[src/rtl/clk_div_multi_pkg.sv]
// Shared mode/state encodings and the zero-means-one half-period clamp for clk_div_multi.
package clk_div_multi_pkg;

  typedef enum logic [1:0] {
    MODE_OFF  = 2'b00,
    MODE_RUN  = 2'b01,
    MODE_STEP = 2'b10
  } mode_e;

  typedef enum logic [1:0] {
    ST_IDLE = 2'b00,
    ST_HI   = 2'b01,
    ST_LO   = 2'b10
  } step_state_e;

  // Widest divisor the clamp handles; channels size the result back to CNT_W.
  localparam int unsigned HALF_MAX_W = 32;

  function automatic logic [HALF_MAX_W-1:0] clamp_half(input logic [HALF_MAX_W-1:0] v);
    return (v == '0) ? HALF_MAX_W'(1) : v;
  endfunction

  // The reserved encoding 2'b11 behaves as OFF.
  function automatic mode_e decode_mode(input logic [1:0] m);
    case (m)
      2'b01:   return MODE_RUN;
      2'b10:   return MODE_STEP;
      default: return MODE_OFF;
    endcase
  endfunction

endpackage

[src/rtl/clk_div_chan.sv]
// One divider channel: free-running or single-step divided clock with a shadowed divisor.
// Optional CLK_DIV_MULTI_DUTY_EN adds an independent low-phase length (cfg_low).
//
// state   | meaning
// ST_IDLE | STEP mode waiting for step_req (also parked here in OFF/RUN)
// ST_HI   | STEP high phase, slow_clk=1 for h cycles
// ST_LO   | STEP low phase, slow_clk=0 for the low time, then back to idle
module clk_div_chan #(
  parameter int unsigned CNT_W    = 24,
  parameter int unsigned DEF_HALF = 5
) (
  input  logic             clk,
  input  logic             rst,
  input  logic             cfg_we,
  input  logic [CNT_W-1:0] cfg_half,
  input  logic [1:0]       cfg_mode,
`ifdef CLK_DIV_MULTI_DUTY_EN
  input  logic [CNT_W-1:0] cfg_low,
`endif
  input  logic             step_req,
  output logic             slow_clk,
  output logic             tick,
  output logic             step_busy
);
  import clk_div_multi_pkg::*;

  localparam logic [CNT_W-1:0] ONE      = CNT_W'(1);
  localparam logic [CNT_W-1:0] RST_HALF = CNT_W'(clamp_half(HALF_MAX_W'(DEF_HALF)));

  mode_e            mode_q, mode_d, wr_mode;
  step_state_e      state_q, state_d;
  logic [CNT_W-1:0] cnt_q, cnt_d;
  logic             slow_q, slow_d;
  logic             tick_q, tick_d;
  logic             load_act;
  logic [CNT_W-1:0] act_hi_q, shd_hi_q, shd_hi_nxt, lim_lo, lim;

  assign wr_mode    = decode_mode(cfg_mode);
  // A write lands in the shadow this cycle, so a coincident period end already sees it.
  assign shd_hi_nxt = cfg_we ? CNT_W'(clamp_half(HALF_MAX_W'(cfg_half))) : shd_hi_q;

`ifdef CLK_DIV_MULTI_DUTY_EN
  logic [CNT_W-1:0] act_lo_q, shd_lo_q, shd_lo_nxt;
  assign shd_lo_nxt = cfg_we ? CNT_W'(clamp_half(HALF_MAX_W'(cfg_low))) : shd_lo_q;
  assign lim_lo     = act_lo_q;

  always_ff @(posedge clk) begin
    if (rst) begin
      act_lo_q <= RST_HALF;
      shd_lo_q <= RST_HALF;
    end else begin
      shd_lo_q <= shd_lo_nxt;
      if (load_act) act_lo_q <= shd_lo_nxt;
    end
  end
`else
  assign lim_lo = act_hi_q;
`endif

  assign lim = slow_q ? act_hi_q : lim_lo;

  always_ff @(posedge clk) begin
    if (rst) begin
      mode_q   <= MODE_OFF;
      state_q  <= ST_IDLE;
      cnt_q    <= '0;
      slow_q   <= 1'b0;
      tick_q   <= 1'b0;
      act_hi_q <= RST_HALF;
      shd_hi_q <= RST_HALF;
    end else begin
      mode_q   <= mode_d;
      state_q  <= state_d;
      cnt_q    <= cnt_d;
      slow_q   <= slow_d;
      tick_q   <= tick_d;
      shd_hi_q <= shd_hi_nxt;
      if (load_act) act_hi_q <= shd_hi_nxt;
    end
  end

  always_comb begin
    mode_d   = mode_q;
    state_d  = state_q;
    cnt_d    = cnt_q;
    slow_d   = slow_q;
    tick_d   = 1'b0;
    load_act = 1'b0;
    if (cfg_we && (wr_mode != mode_q)) begin
      mode_d   = wr_mode;
      state_d  = ST_IDLE;
      cnt_d    = '0;
      slow_d   = 1'b0;
      load_act = 1'b1;
    end else begin
      case (mode_q)
        MODE_RUN: begin
          if (cnt_q == lim - ONE) begin
            cnt_d    = '0;
            slow_d   = ~slow_q;
            tick_d   = ~slow_q;
            load_act = slow_q;
          end else begin
            cnt_d = cnt_q + ONE;
          end
        end
        MODE_STEP: begin
          case (state_q)
            ST_IDLE: begin
              load_act = 1'b1;
              // A config write in the same cycle takes priority over the step request.
              if (step_req && !cfg_we) begin
                state_d = ST_HI;
                slow_d  = 1'b1;
                tick_d  = 1'b1;
              end
            end
            ST_HI: begin
              if (cnt_q == act_hi_q - ONE) begin
                cnt_d   = '0;
                state_d = ST_LO;
                slow_d  = 1'b0;
              end else begin
                cnt_d = cnt_q + ONE;
              end
            end
            ST_LO: begin
              if (cnt_q == lim_lo - ONE) begin
                cnt_d   = '0;
                state_d = ST_IDLE;
              end else begin
                cnt_d = cnt_q + ONE;
              end
            end
            default: state_d = ST_IDLE;
          endcase
        end
        default: begin
          cnt_d   = '0;
          slow_d  = 1'b0;
          state_d = ST_IDLE;
        end
      endcase
    end
  end

  always_comb begin
    slow_clk  = slow_q;
    tick      = tick_q;
    step_busy = (state_q != ST_IDLE);
  end

endmodule

[src/rtl/clk_div_multi.sv]
// N_CH independent clock-divider channels sharing one config port.
// Optional CLK_DIV_MULTI_DUTY_EN adds the cfg_low port for a separate low-phase length.
module clk_div_multi #(
  parameter  int unsigned N_CH     = 2,
  parameter  int unsigned CNT_W    = 24,
  parameter  int unsigned DEF_HALF = 5,
  localparam int unsigned SEL_W    = (N_CH > 1) ? $clog2(N_CH) : 1
) (
  input  logic             clk,
  input  logic             rst,
  input  logic             cfg_we,
  input  logic [SEL_W-1:0] cfg_sel,
  input  logic [CNT_W-1:0] cfg_half,
  input  logic [1:0]       cfg_mode,
`ifdef CLK_DIV_MULTI_DUTY_EN
  input  logic [CNT_W-1:0] cfg_low,
`endif
  input  logic [N_CH-1:0]  step_req,
  output logic [N_CH-1:0]  slow_clk,
  output logic [N_CH-1:0]  tick,
  output logic [N_CH-1:0]  step_busy
);

  logic [N_CH-1:0] we_ch;

  for (genvar i = 0; i < N_CH; i++) begin : g_ch
    // Selects past the last channel match nothing and are dropped.
    assign we_ch[i] = cfg_we && (32'(cfg_sel) == 32'(i));

    clk_div_chan #(
      .CNT_W    (CNT_W),
      .DEF_HALF (DEF_HALF)
    ) u_chan (
      .clk       (clk),
      .rst       (rst),
      .cfg_we    (we_ch[i]),
      .cfg_half  (cfg_half),
      .cfg_mode  (cfg_mode),
`ifdef CLK_DIV_MULTI_DUTY_EN
      .cfg_low   (cfg_low),
`endif
      .step_req  (step_req[i]),
      .slow_clk  (slow_clk[i]),
      .tick      (tick[i]),
      .step_busy (step_busy[i])
    );
  end

endmodule

[config.mk]
export PLATFORM = sky130hd
export DESIGN_NAME = clk_div_multi
export DESIGN_NICKNAME = d
export VERILOG_FILES = /design/src/rtl/clk_div_multi_pkg.sv /design/src/rtl/clk_div_chan.sv /design/src/rtl/clk_div_multi.sv
export SDC_FILE = /design/constraint.sdc
export NUM_CORES = 1
export LEC_CHECK = 0
export ABC_CLOCK_PERIOD_IN_PS = 9720
export CORE_MARGIN = 2
export CORE_UTILIZATION = 25
export CTS_CLUSTER_DIAMETER = 60
export CTS_CLUSTER_SIZE = 40
export DETAILED_ROUTE_END_ITERATION = 8
export GPL_TIMING_DRIVEN = 1
export PLACE_DENSITY = 0.51
export SYNTH_ARGS = -nofsm -noshare
export SYNTH_HDL_FRONTEND = slang
export SYNTH_SLANG_ARGS = --single-unit
[constraint.sdc]
create_clock -name clk -period 9.72 [get_ports clk]
set_clock_uncertainty 0.1 [all_clocks]
set_input_delay 0.972 -clock clk [delete_from_list [all_inputs] [get_ports clk]]
set_output_delay 0.972 -clock clk [all_outputs]
set_load 0.02 [all_outputs]
Yosys cells after proc, flatten, opt, wreduce, memory -nomap -nowiden:

Cells that the tools add are included.

* $add $sub $neg: 4
* eq/ne operators: 26
* muxes and demuxes: 46
* bitwise logic cells: 5
* reduce and logical (&&, ||, !) cells: 21

Operator list (count)
* 24-bit two-way mux: 7
* 24-bit one-hot mux with 2 select lines: 2
* 24-bit by 1-bit adder with 24-bit output (second input constant): 2
* 24-bit equality test: 2
* 24-bit by 1-bit subtractor with 24-bit output (second input constant): 2
* 24-bit zero test: 1
* 1-bit two-way mux: 18
* 3-bit by 2-bit inequality test with 1-bit output (second input constant): 6
* 1-bit one-hot mux with 2 select lines: 8
* 4-bit AND reduction: 4
* 2-bit two-way mux: 6
* 2-bit one-hot mux with 2 select lines: 3
* 2-bit one-hot mux with 3 select lines: 2
* 2-bit by 1-bit equality test with 1-bit output (second input constant): 5
* 2-bit equality test (second input constant): 5
* 2-bit OR reduction: 4
* 1-bit logical AND: 6
* 3-bit inequality test (second input constant): 2
* 1-bit inverter: 5
* 2-bit zero test: 2
* 2-bit by 1-bit inequality test with 1-bit output (second input constant): 2
* 2-bit inequality test: 2
* 2-bit inequality test (second input constant): 2
* 2-bit nonzero test: 2
* 1-bit zero test: 2

* flip-flop bits (word level): 156
* bits of input ports: 32
* output and inout bits: 6
* word-level logic and storage cells: 116

Logic depth before layout (Yosys ltp):

* word-level depth: 7
* mapped depth: 13
* depth with buffers taken out: 10

Hierarchy:

Synthesis repeated with hierarchy kept, for this count alone.

* cell total of the unflattened synthesis: 992
* area total of the unflattened synthesis: 8702.1 um^2

Modules (own cells, without submodules)
* clk_div_chan: times used 2, cells an instance 495, area an instance 4342.9 um^2, seq. area each 1561.5 um^2
* clk_div_multi: times used 1, cells an instance 2, area an instance 16.3 um^2, seq. area each 0.0 um^2

Worst setup path before layout:

Ideal clock, no wire load.

* path type: reg-to-reg
* start point: reg g_ch[1].u_chan.act_hi_q[0]
* end point: reg g_ch[1].u_chan.act_hi_q[10]
* library setup time: 117 ps
* data arrival time: 3616 ps
* required time: 9503 ps
* slack: 5887 ps
* stages on the path, launching flop included: 13
* buffers on the path: 2
* clock period less this slack: 3833 ps
* cells stage by stage: dfxtp_1 > inv_1 > ha_1 > or4b_4 > or4_4 > nor4_2 > xnor2_1 > or4_1 > or4_1 > buf_2 > a31o_4 > buf_6 > a22o_1

* cells in the longest elaborated chain, start to end: 5

Ends and longest elaborated chain
* start, declared: RTL line clk_div_chan.sv:36 `logic [CNT_W-1:0] act_hi_q, shd_hi_q, shd_hi_nxt, lim_lo, lim;`
* start signal, assigned: RTL line clk_div_chan.sv:78 `if (load_act) act_hi_q <= shd_hi_nxt;`
* 24-bit by 1-bit subtractor with 24-bit output: RTL line clk_div_chan.sv:98 `if (cnt_q == lim - ONE) begin`
* 24-bit equality test: RTL line clk_div_chan.sv:98
* 1-bit two-way mux: RTL line clk_div_chan.sv:98
* 1-bit one-hot mux with 2 select lines: RTL line clk_div_chan.sv:96 `case (mode_q)`
* 1-bit two-way mux: RTL line clk_div_chan.sv:89 `if (cfg_we && (wr_mode != mode_q)) begin`

No other way between the ends.
A chain may end at the register's enable or synchronous reset.

Worst setup path after layout:

* start point: reg g_ch[1].u_chan.act_hi_q[0]
* end point: reg g_ch[1].u_chan.act_hi_q[0]

The elaborated chain is that of the path after synthesis.

==> metrics.md <==
| Metric | Value |
|---|---|
| Status | complete, no violations |
| Final hold violation count | 0 |
| Largest net degree at the start of global routing | 57 |
| Layout cells sized above 1 | between 5 and 6% |
| Initial antenna violation count | 0 |
| Syn Area/Cell | a little under 8 um2 |
| Layout Nets | between 1,000 and 1,500 |
| Die area | 37,900 um2 |
| Syn Std Cell Area | between 9000 and 10,000 um2 |
| DR vias/cell | ~5.0 |
| Hold EP | g_ch[0].u_chan.shd_hi_q[12] |
| Number of global-route vias before repair | between 7,000 and 8,000 |
| CTS-repair resized insts | 0 |
| Gr ovfl total | 0 |
| Max_slew headroom | roughly a tenth |
| Post-route minimum period | 4.54 ns |
| Num rows | 69 |
| TNS Setup | 0 ns |
| WHS | about 0.36 ns |
| Total core area | between 30,000 and 40,000 um2 |
| Total GRT Usage | between 10% and 20% |
| Logic pwr share | 10.6% |
| DR WL/cell | about 15 um |
| Met1 Wirelength | between 10,000 and 15,000 um |
| Main combinational cell family by area after synthesis | simple AND/OR/NAND/NOR gates |
| DIE WIDTH | approximately 190 um |
| Mapped Cells | between 1,000 and 1,500 |
| # clock sinks | around 160 |
| Mux contribution to synthesized area | under 10% |
| Highest Signal Layer | met4 |
| Synth Flop Type | dfxtp_1 |
| Period utilisation layout | 46.7% |
| Worst reg2reg path endpoint | g_ch[1].u_chan.act_hi_q[0] |
| VDD IR-drop max | about 110 uV |
| Crit-path max FO | 24 |
| RR Startpoint | g_ch[1].u_chan.act_hi_q[0] |
| DP HPWL | around 18,000 um |
| Internal power | 1100 uW |
| Port buffer count | 37 |
| Syn Nets | 1,209 |
| PwrDens | between 100 and 150 nW/um2 |
| Die H | roughly 190 um |
| Routability congestion estimate from global placement | around 0.84 |
| CP Launch Type | register |
| Type of the worst setup path | register to register |
| Switching share of total power | a little over a quarter |
| Worst-Skew Late Latency | approximately 0.43 ns |
| Worst endpoint required time | between 9 and 10 ns |
| Final setup vio count | 0 |
| Leak | ~0.0035 uW |
| Root Driver | clkbuf_16 |
| Initial Utilization | between 20% and 30% |
| Unrepaired setup endpoints after global routing | false |
| Clk network pwr share | around 45% |
| WL final | around 25,000 um |
| Simple-Gate Fraction of Synth Area | 26.2% |
| CTS Buffer Depth | 2 |
| Arr. time, crit path | ~4.7 ns |
| Synth Area in Compound Gates | approximately a fifth |
| Critical Path Start | g_ch[1].u_chan.act_hi_q[0] |
| R2r setup slk | between 5 and 6 ns |
| CTS tree | done |
| Routed wl met2 | roughly 12,000 um |
| Register share of total power | around 44% |
| Routed met3 length | roughly 600 um |
| Max capacitance violation total | 0 |
| Max Clock Freq | approximately 0.22 GHz |
| Hold depth | 2 |
| Worst hold-check path type | register to register |
| Post-synthesis xor/xnor area fraction | roughly 6% |
| Hold_buf cts | 0 |
| Sw power | 412 uW |
| ANT cells | 0 |
| Worst reg-to-reg path cell count | 11 |
| CTS H-Tree Depth | 4 |
| Synthesis-stage register bit count | approximately 160 |
| Hold path start | g_ch[0].u_chan.shd_hi_q[12] |
| Max-slew violation count | 0 |
| I/O Pins | 38 |
| Adder-cell share of the synthesized area | roughly 2.5% |
| Number of flops mapped to enable cells by yosys | 0 |
| First-pass GRT wire length | about 40,000 um |
| TritonCTS Buffers | 17 |
| Critical path capture point type | register |
| Ys async rst share | 0% |
| Post-CTS setup repair buffer count | 0 |
| Netlist cell types | 66 |
| Most common cell after layout, fill and taps aside | dfxtp_1 |
| # DRC | 0 |
| Area grow syn2layout | 13.8% |
| Final ANT Viol Nets | 0 |
| Yosys warnings | 0 |
| First drt pass iteration count | 7 |
| Worst slew pin tran | 1.34 ns |
| Via count | 8,048 |
| Sequential area share after synthesis | roughly 34% |
| Worst-path clk slew | around 0.070 ns |
| Most frequent cells in the layout | 156 x dfxtp_1, 154 x nand2_1, 74 x inv_1 |
| Number of DRC markers in iteration 0 | 449 |
[Yosys cell counts (21+ instances only)]
library cell,number,area (um2)
xor2_1,24,210
dfxtp_1,156,3120
clkbuf_1,66,248
a31oi_1,40,250
a21oi_1,65,325
nand2_1,154,578
xnor2_1,35,307
nor4_1,21,131
o21ai_0,44,220
nand4_1,34,213
inv_1,74,278
mux2i_1,23,230
nor2_1,51,191
o41ai_1,23,201
nand3_1,52,260
a22o_1,22,193
nor3_1,29,145
[power groups by stage]
stage	clock (uW)	sequential [uW]	combinational, uW
floorplan	0	679	117
global placement	0	685	159
detailed placement	0	686	160
CTS	695	671	161
global route	723	673	177
finish	680	671	160
[final cells by class]
type                            instances  area, um2
Inverter                               74        278
Multi-Input combinational cell        842       5310
Clock buffer                           20        467
Fill cell                            3849      25300
Sequential cell                       156       3120
Tap cell                              461        577
Timing Repair Buffer                   50        463
Clock inverter                         12        128
[worst max-delay path by stage]
stage,to,slack (ns),depth (start not counted)
4_1_cts,g_ch[1].u_chan.act_hi_q[0],5.12,11
5_1_grt,g_ch[0].u_chan.cnt_q[1],4.70,10
3_3_place_gp,g_ch[1].u_chan.act_hi_q[2],5.25,11
6_report,g_ch[1].u_chan.act_hi_q[0],5.18,11
2_1_floorplan,g_ch[1].u_chan.act_hi_q[10],5.89,12
3_5_place_dp,g_ch[1].u_chan.act_hi_q[0],5.14,11
[worst max-delay path, stage by stage (launching register included)]
cell and delay, ns:
dfxtp_1 0.34, inv_1 0.09, ha_1 0.23, or4b_4 0.52, or4_4 0.54, nor4_2 0.19
xnor2_1 0.11, or4_1 0.53, or4_1 0.51, buf_4 0.24, o31ai_4 0.82, a22oi_1 0.14
[logic make-up (layout without fill, tap and decap cells)]
family / after synthesis / after routing
AND/OR/NAND/NOR: 460 / 460
buffers and inverters: 161 / 156
flip-flops: 156 / 156
adder cells (fa/ha/maj): 18 / 18
AO/OA/AOI/OAI: 274 / 274
XOR/XNOR: 61 / 61
multiplexers: 29 / 29
[flip-flops by register name, indices dropped and copies added, names as in the netlist]
name                  count
g_ch.u_chan.act_hi_q     48
g_ch.u_chan.cnt_q        48
g_ch.u_chan.mode_q        4
g_ch.u_chan.shd_hi_q     48
g_ch.u_chan.slow_clk      2
g_ch.u_chan.state_q       4
g_ch.u_chan.tick          2
[stage by stage]
stage / util, % / cell area, um2 / instances / power [uW] / setup slack [ns]
after global placement: 27.3 / 9750 / 1583 / 844 / 5.25
after floorplan: - / 9080 / 1159 / 796 / 5.89
after detailed placement: 27.3 / 9750 / 1583 / 846 / 5.14
after global routing: 29.0 / 10300 / 1615 / 1570 / 4.70
final: 29.0 / 10300 / 1615 / 1510 / 5.18
after CTS: 29.0 / 10300 / 1615 / 1530 / 5.12
[metal layers]
layer / up-vias / GRT usage [%]
li1: 4149 / -
met1: 3780 / 16.6
met2: 100 / 22.3
met3: 19 / 2.22
met5: - / 0
met4: 0 / 3.68
No activity file was read; power rests on OpenSTA's default activity.
